==> src/rtl/uart_rx_core.sv <==
// uart_rx_core: 16x-oversampled 8N1 receiver with show-ahead FIFO and sticky error flags.
// Define UART_RX_PARITY_EN to add a parity bit (PODD selects odd) and the PARERR flag.
module uart_rx_core #(
  parameter int FIFO_DEPTH = 4,
  parameter int DIV_W      = 16
) (
  input  logic             CLK,
  input  logic             RESETn,
  input  logic             RXD,
  input  logic [DIV_W-1:0] DIV,
  input  logic             RDEN,
  input  logic             CLRERR,
`ifdef UART_RX_PARITY_EN
  input  logic             PODD,
  output logic             PARERR,
`endif
  output logic [7:0]       RDATA,
  output logic             RXVALID,
  output logic             RXFULL,
  output logic             FRAMEERR,
  output logic             OVERRUN,
  output logic             RXINT
);
  localparam int AW = $clog2(FIFO_DEPTH);
  localparam int CW = $clog2(FIFO_DEPTH + 1);
  typedef enum logic [2:0] {
    IDLE,
    START,
    DATA,
`ifdef UART_RX_PARITY_EN
    PARITY,
`endif
    STOP
  } state_t;
  state_t           state_q, state_d;
  logic             s1_q, s2_q, rxs;
  logic [DIV_W-1:0] tcnt_q, tcnt_d, rld_q, lim;
  logic             tick;
  logic [3:0]       sub_q, sub_d;
  logic [2:0]       idx_q, idx_d;
  logic [7:0]       shift_q, shift_d;
  logic             armed_q, armed_d;
  logic             push, fe_set;
  logic [7:0]       mem [FIFO_DEPTH];
  logic [AW-1:0]    wp_q, rp_q;
  logic [CW-1:0]    cnt_q, cnt_d;
  logic [7:0]       rdata_q, rdata_d;
  logic             full, pop, wr;
  logic             ferr_q, ovr_q;
`ifdef UART_RX_PARITY_EN
  logic             pe_set, perr_q;
`endif
  assign rxs    = s2_q;
  // the divisor only follows DIV while idle, so a mid-frame change waits for the next frame
  assign lim    = (state_q == IDLE) ? DIV : rld_q;
  assign tick   = tcnt_q >= lim;
  assign tcnt_d = tick ? '0 : tcnt_q + DIV_W'(1);
  always_comb begin
    state_d = state_q;
    sub_d   = sub_q;
    idx_d   = idx_q;
    shift_d = shift_q;
    armed_d = armed_q;
    push    = 1'b0;
    fe_set  = 1'b0;
`ifdef UART_RX_PARITY_EN
    pe_set  = 1'b0;
`endif
    case (state_q)
      IDLE: if (tick) begin
        if (rxs) armed_d = 1'b1;
        else if (armed_q) begin
          state_d = START;
          sub_d   = '0;
        end
      end
      START: if (tick) begin
        sub_d = sub_q + 4'd1;
        if (sub_q == 4'd7) begin
          sub_d   = '0;
          idx_d   = '0;
          state_d = rxs ? IDLE : DATA;
        end
      end
      DATA: if (tick) begin
        sub_d = sub_q + 4'd1;
        if (sub_q == 4'd15) begin
          shift_d[idx_q] = rxs;
          idx_d          = idx_q + 3'd1;
`ifdef UART_RX_PARITY_EN
          if (idx_q == 3'd7) state_d = PARITY;
`else
          if (idx_q == 3'd7) state_d = STOP;
`endif
        end
      end
`ifdef UART_RX_PARITY_EN
      PARITY: if (tick) begin
        sub_d = sub_q + 4'd1;
        if (sub_q == 4'd15) begin
          pe_set  = ^{shift_q, rxs, PODD};
          state_d = STOP;
        end
      end
`endif
      STOP: if (tick) begin
        sub_d = sub_q + 4'd1;
        if (sub_q == 4'd15) begin
          push    = rxs;
          fe_set  = !rxs;
          armed_d = rxs;
          state_d = IDLE;
        end
      end
      default: state_d = IDLE;
    endcase
  end
  assign full    = cnt_q == CW'(FIFO_DEPTH);
  assign pop     = RDEN && (cnt_q != '0);
  assign wr      = push && (!full || pop);
  assign cnt_d   = cnt_q + CW'(wr) - CW'(pop);
  // head register keeps the last byte visible once the FIFO drains
  assign rdata_d = (wr && cnt_q == '0) ? shift_q :
                   !pop ? rdata_q :
                   (cnt_q > CW'(1)) ? mem[rp_q + AW'(1)] :
                   wr ? shift_q : rdata_q;
  always_ff @(posedge CLK) begin
    if (wr) mem[wp_q] <= shift_q;
  end
  always_ff @(posedge CLK) begin
    if (!RESETn) begin
      s1_q    <= 1'b1;
      s2_q    <= 1'b1;
      tcnt_q  <= '0;
      rld_q   <= '0;
      state_q <= IDLE;
      sub_q   <= '0;
      idx_q   <= '0;
      shift_q <= '0;
      armed_q <= 1'b0;
      wp_q    <= '0;
      rp_q    <= '0;
      cnt_q   <= '0;
      rdata_q <= '0;
      ferr_q  <= 1'b0;
      ovr_q   <= 1'b0;
`ifdef UART_RX_PARITY_EN
      perr_q  <= 1'b0;
`endif
    end else begin
      s1_q    <= RXD;
      s2_q    <= s1_q;
      tcnt_q  <= tcnt_d;
      rld_q   <= lim;
      state_q <= state_d;
      sub_q   <= sub_d;
      idx_q   <= idx_d;
      shift_q <= shift_d;
      armed_q <= armed_d;
      wp_q    <= wr ? wp_q + AW'(1) : wp_q;
      rp_q    <= pop ? rp_q + AW'(1) : rp_q;
      cnt_q   <= cnt_d;
      rdata_q <= rdata_d;
      ferr_q  <= fe_set || (ferr_q && !CLRERR);
      ovr_q   <= (push && full && !pop) || (ovr_q && !CLRERR);
`ifdef UART_RX_PARITY_EN
      perr_q  <= pe_set || (perr_q && !CLRERR);
`endif
    end
  end
  assign RDATA    = rdata_q;
  assign RXVALID  = cnt_q != '0;
  assign RXFULL   = full;
  assign FRAMEERR = ferr_q;
  assign OVERRUN  = ovr_q;
  assign RXINT    = RXVALID;
`ifdef UART_RX_PARITY_EN
  assign PARERR   = perr_q;
`endif
endmodule

==> config.mk <==
export PLATFORM = sky130hd
export DESIGN_NAME = uart_rx_core
export DESIGN_NICKNAME = d
export VERILOG_FILES = /design/src/rtl/uart_rx_core.sv
export SDC_FILE = /design/constraint.sdc
export NUM_CORES = 1
export LEC_CHECK = 0
export BUFFER_PORTS_ARGS = -buffer_cell sky130_fd_sc_hd__buf_2
export CAP_MARGIN = 20
export CORE_UTILIZATION = 54
export CTS_CLUSTER_SIZE = 25
export DETAILED_ROUTE_END_ITERATION = 12
export PLACE_DENSITY = 0.8
export SLEW_MARGIN = 20
export SYNTH_ARGS = -nofsm -noshare
export SYNTH_HDL_FRONTEND = slang
export SYNTH_SLANG_ARGS = --single-unit
==> constraint.sdc <==
create_clock -name CLK -period 4.55 [get_ports CLK]
set_clock_uncertainty 0.05 [all_clocks]
set_input_delay 0.2275 -clock CLK [delete_from_list [all_inputs] [get_ports CLK]]
set_output_delay 0.2275 -clock CLK [all_outputs]
set_load 0.02 [all_outputs]
==> results.toml <==
[run_status]
status = "completed"

[routing]
drc = 0
drt_iter0_drc = 120
wl_per_cell_um = 15.4
vias = 3091
dr.pass1.iters = 4
ant_nets = 0
avgViaCountPerCell = 5.55
drt-total-wl_um = 8600

[cts]
cts_setup_buffers = 0
clock-root-buffer = "clkbuf_8"
worst_skew_pair.late_latency_ns = 0.37
numCtsBuffers = 9
htreeDepth = 3
clockBufferDepth = 2
clkTransAtPathRegs_ns = 0.10
cts_tree = "done"
clock_sinks = 101

[layout]
antennaDiodeCount = 0
nets = 496
stdcell_area_sq_um = 5140
layout-drive-gt1-share = 0.162
final_cell_mix = "dfxtp_1, buf_2, mux2i_1, nor2_1, edfxtp_1"
fill_cells = 644
fin_util = 0.619
layout_commonest_cell = "dfxtp_1"
syn_to_final_growth_pct = 9.79

[timing]
rsz0062_at_grt = "no"
timing.setup.tns_ns = 0
setup_viol = 0
period_share = 0.885
hold_violations = 0
worstMarginPinSlew_ns = 0.869
layout_min_cycle_time_ns = 4.02
max_freq_ghz = 0.248
finalMaxSlewViolations = 0
worst_slack_ns = 0.525
relSlewSlack = 0.421

[global_routing]
antenna_found_initial = 0
grt_max_degree = 57
grt_pass1_wl_um = 14200
grt.total_usage = 0.206
globalRouteOverflowTotal = 0
grt_pass1_vias = 2976

[power_and_ir_drop]
swShare = 0.287
p_total_mw = 1.90
p_int_mw = 1.36
power_density_nw_per_um2 = 371
peakVddDrop_v = 0.000150
p_leak_nw = 2.20
pwr-share-comb = 0.155
power_switching_mw = 0.546
clkPwrFrac = 0.321
seqPwrFrac = 0.524

[critical_path]
crit_top_cell = "ha_1"
crit_buf_inv = 1
crit_required_ns = 4.77
critPathMaxStageDelay_ns = 0.52
critPathKind = "flop to flop"
start_kind = "flop"
end_kind = "flop"
path_cells = "nor2_2 > mux2i_1 > ha_1 > nor2_1 > or3_1 > o221ai_2 > a211oi_4 > nor3_2 > a21o_1 > ha_1 > inv_1 > fa_1 > xor2_1 > and2_1"
path_delay_family = "simple AND/OR/NAND/NOR gates"
slowest_stage = "nor2_2"
cp.arrival_ns = 4.24
path_max_fanout = 10

[floorplan]
core_sq_um = 8300
die_x_um = 95.1
ios = 34
row_count = 33
start_util = 0.564
die_area_sq_um = 9040
die_y_um = 95.1

[synthesis]
synthAdderAreaFrac = 0.0765
synth_cell_types = 53
synthSimpleGateAreaFrac = 0.167
synth_nets = 468
netlist_instances = 419
synth_edf_count = 32
synth_compound_area_frac = 0.0856
yosysWarnings = 0
synth_mux_area_frac = 0.109
syn_area_per_cell_sq_um = 11.2
ys_seq_area_frac = 0.501
async_flop_share = 0
ys.flop_type = "dfxtp_1"
synth_xor_area_frac = 0.0356
syn_area_sq_um = 4680
synth_seq_cells = 101
synth_top_family_by_area = "simple AND/OR/NAND/NOR gates"

[place]
postPlaceCellArea_sq_um = 4910
port_buffers = 33
gp_congestion = 0.763
post-place-ws_ns = 0.588
dp_hpwl_um = 6010

[min_path]
hold_path.class = "primary input to flop"

[run]
maxCapViolCount = 0
cells in the mapped netlist (10+ instances only):
master / instances / area share
dfxtp_1: 69 / 0.30
nor2_1: 33 / 0.026
edfxtp_1: 32 / 0.21
mux2i_1: 32 / 0.068
ha_1: 27 / 0.072
nand2_1: 27 / 0.022
nor2b_1: 23 / 0.031
a21oi_1: 19 / 0.020
and2_1: 12 / 0.016
clkbuf_1: 11 / 0.0088
nand3_1: 10 / 0.011
xnor2_1: 10 / 0.019
cell families after synthesis:
kind of cell	Yosys count
mux	41
flops	101
xor+xnor	19
simple gates	144
compound gates	57
fa+ha+maj	28
buf+inv	29
flip-flops by register name, indices dropped and copies added, names as in the netlist:
signal / flops
s1_q: 1
mem: 32
rp_q: 2
FRAMEERR: 1
shift_q: 8
RDATA: 8
armed_q: 1
tcnt_q: 16
sub_q: 4
rxs: 1
idx_q: 3
OVERRUN: 1
cnt_q: 3
rld_q: 16
wp_q: 2
state_q: 2
stage by stage:
stage          hold slack (ns)  cells
5_1_grt                 0.0921    557
3_3_place_gp             0.350    540
4_1_cts                 0.0908    557
3_5_place_dp             0.343    540
2_1_floorplan            0.279    419
6_report                0.0916    557
worst paths after layout:
| check | from | to | slack [ns] | depth (start not counted) |
|---|---|---|---|---|
| max | state_q[1]$_SDFFE_PN0P_ | cnt_q[2]$_SDFF_PN0_ | 0.53 | 14 |
| min | DIV[13] | rld_q[13]$_SDFF_PN0_ | 0.09 | 3 |
| max reg2reg | state_q[1]$_SDFFE_PN0P_ | cnt_q[2]$_SDFF_PN0_ | 0.53 | 14 |
| min reg2reg | s1_q$_SDFF_PN1_ | rxs$_SDFF_PN1_ | 0.37 | 1 |
power by group through the flow:
stage                     combinational (mW)  clock (mW)  sequential (mW)
after floorplan                        0.249           0            0.997
after global routing                   0.326       0.652             1.00
after global placement                 0.284           0             1.02
final                                  0.296       0.611            0.998
after CTS                              0.298       0.613            0.999
after detailed placement               0.296           0             1.02
layout make-up:
type / instances / area [sq um] / area share
repair buffers: 37 / 198 / 0.0385
clock buffers: 9 / 124 / 0.0241
inverters: 9 / 33.8 / 0.00658
clock inverters: 7 / 90.1 / 0.0175
flip-flops and latches: 101 / 2340 / 0.456
well taps: 105 / 131 / 0.0256
multi-input cells: 289 / 2220 / 0.432
timing repair:
item / CTS / global route
resized for setup: 0 / 0
hold buffers: 1 / 0
endpoints found under the hold margin: 1 / 0
routing by layer:
layer  vias to the layer above  GRT usage  routed length [um]
li1                       1556          -                   -
met1                      1472      0.275                4130
met2                        53      0.339                4110
met3                        10     0.0311                 227
met4                         0     0.0758                 133
met5                         -          0                   0
worst min-delay path, delay by kind of cell:
family,cells,cell delay [ns]
AND/OR/NAND/NOR,1,0.10
buffers and inverters,1,0.08
multiplexers,1,0.08
(Power assumes the default switching activity.)
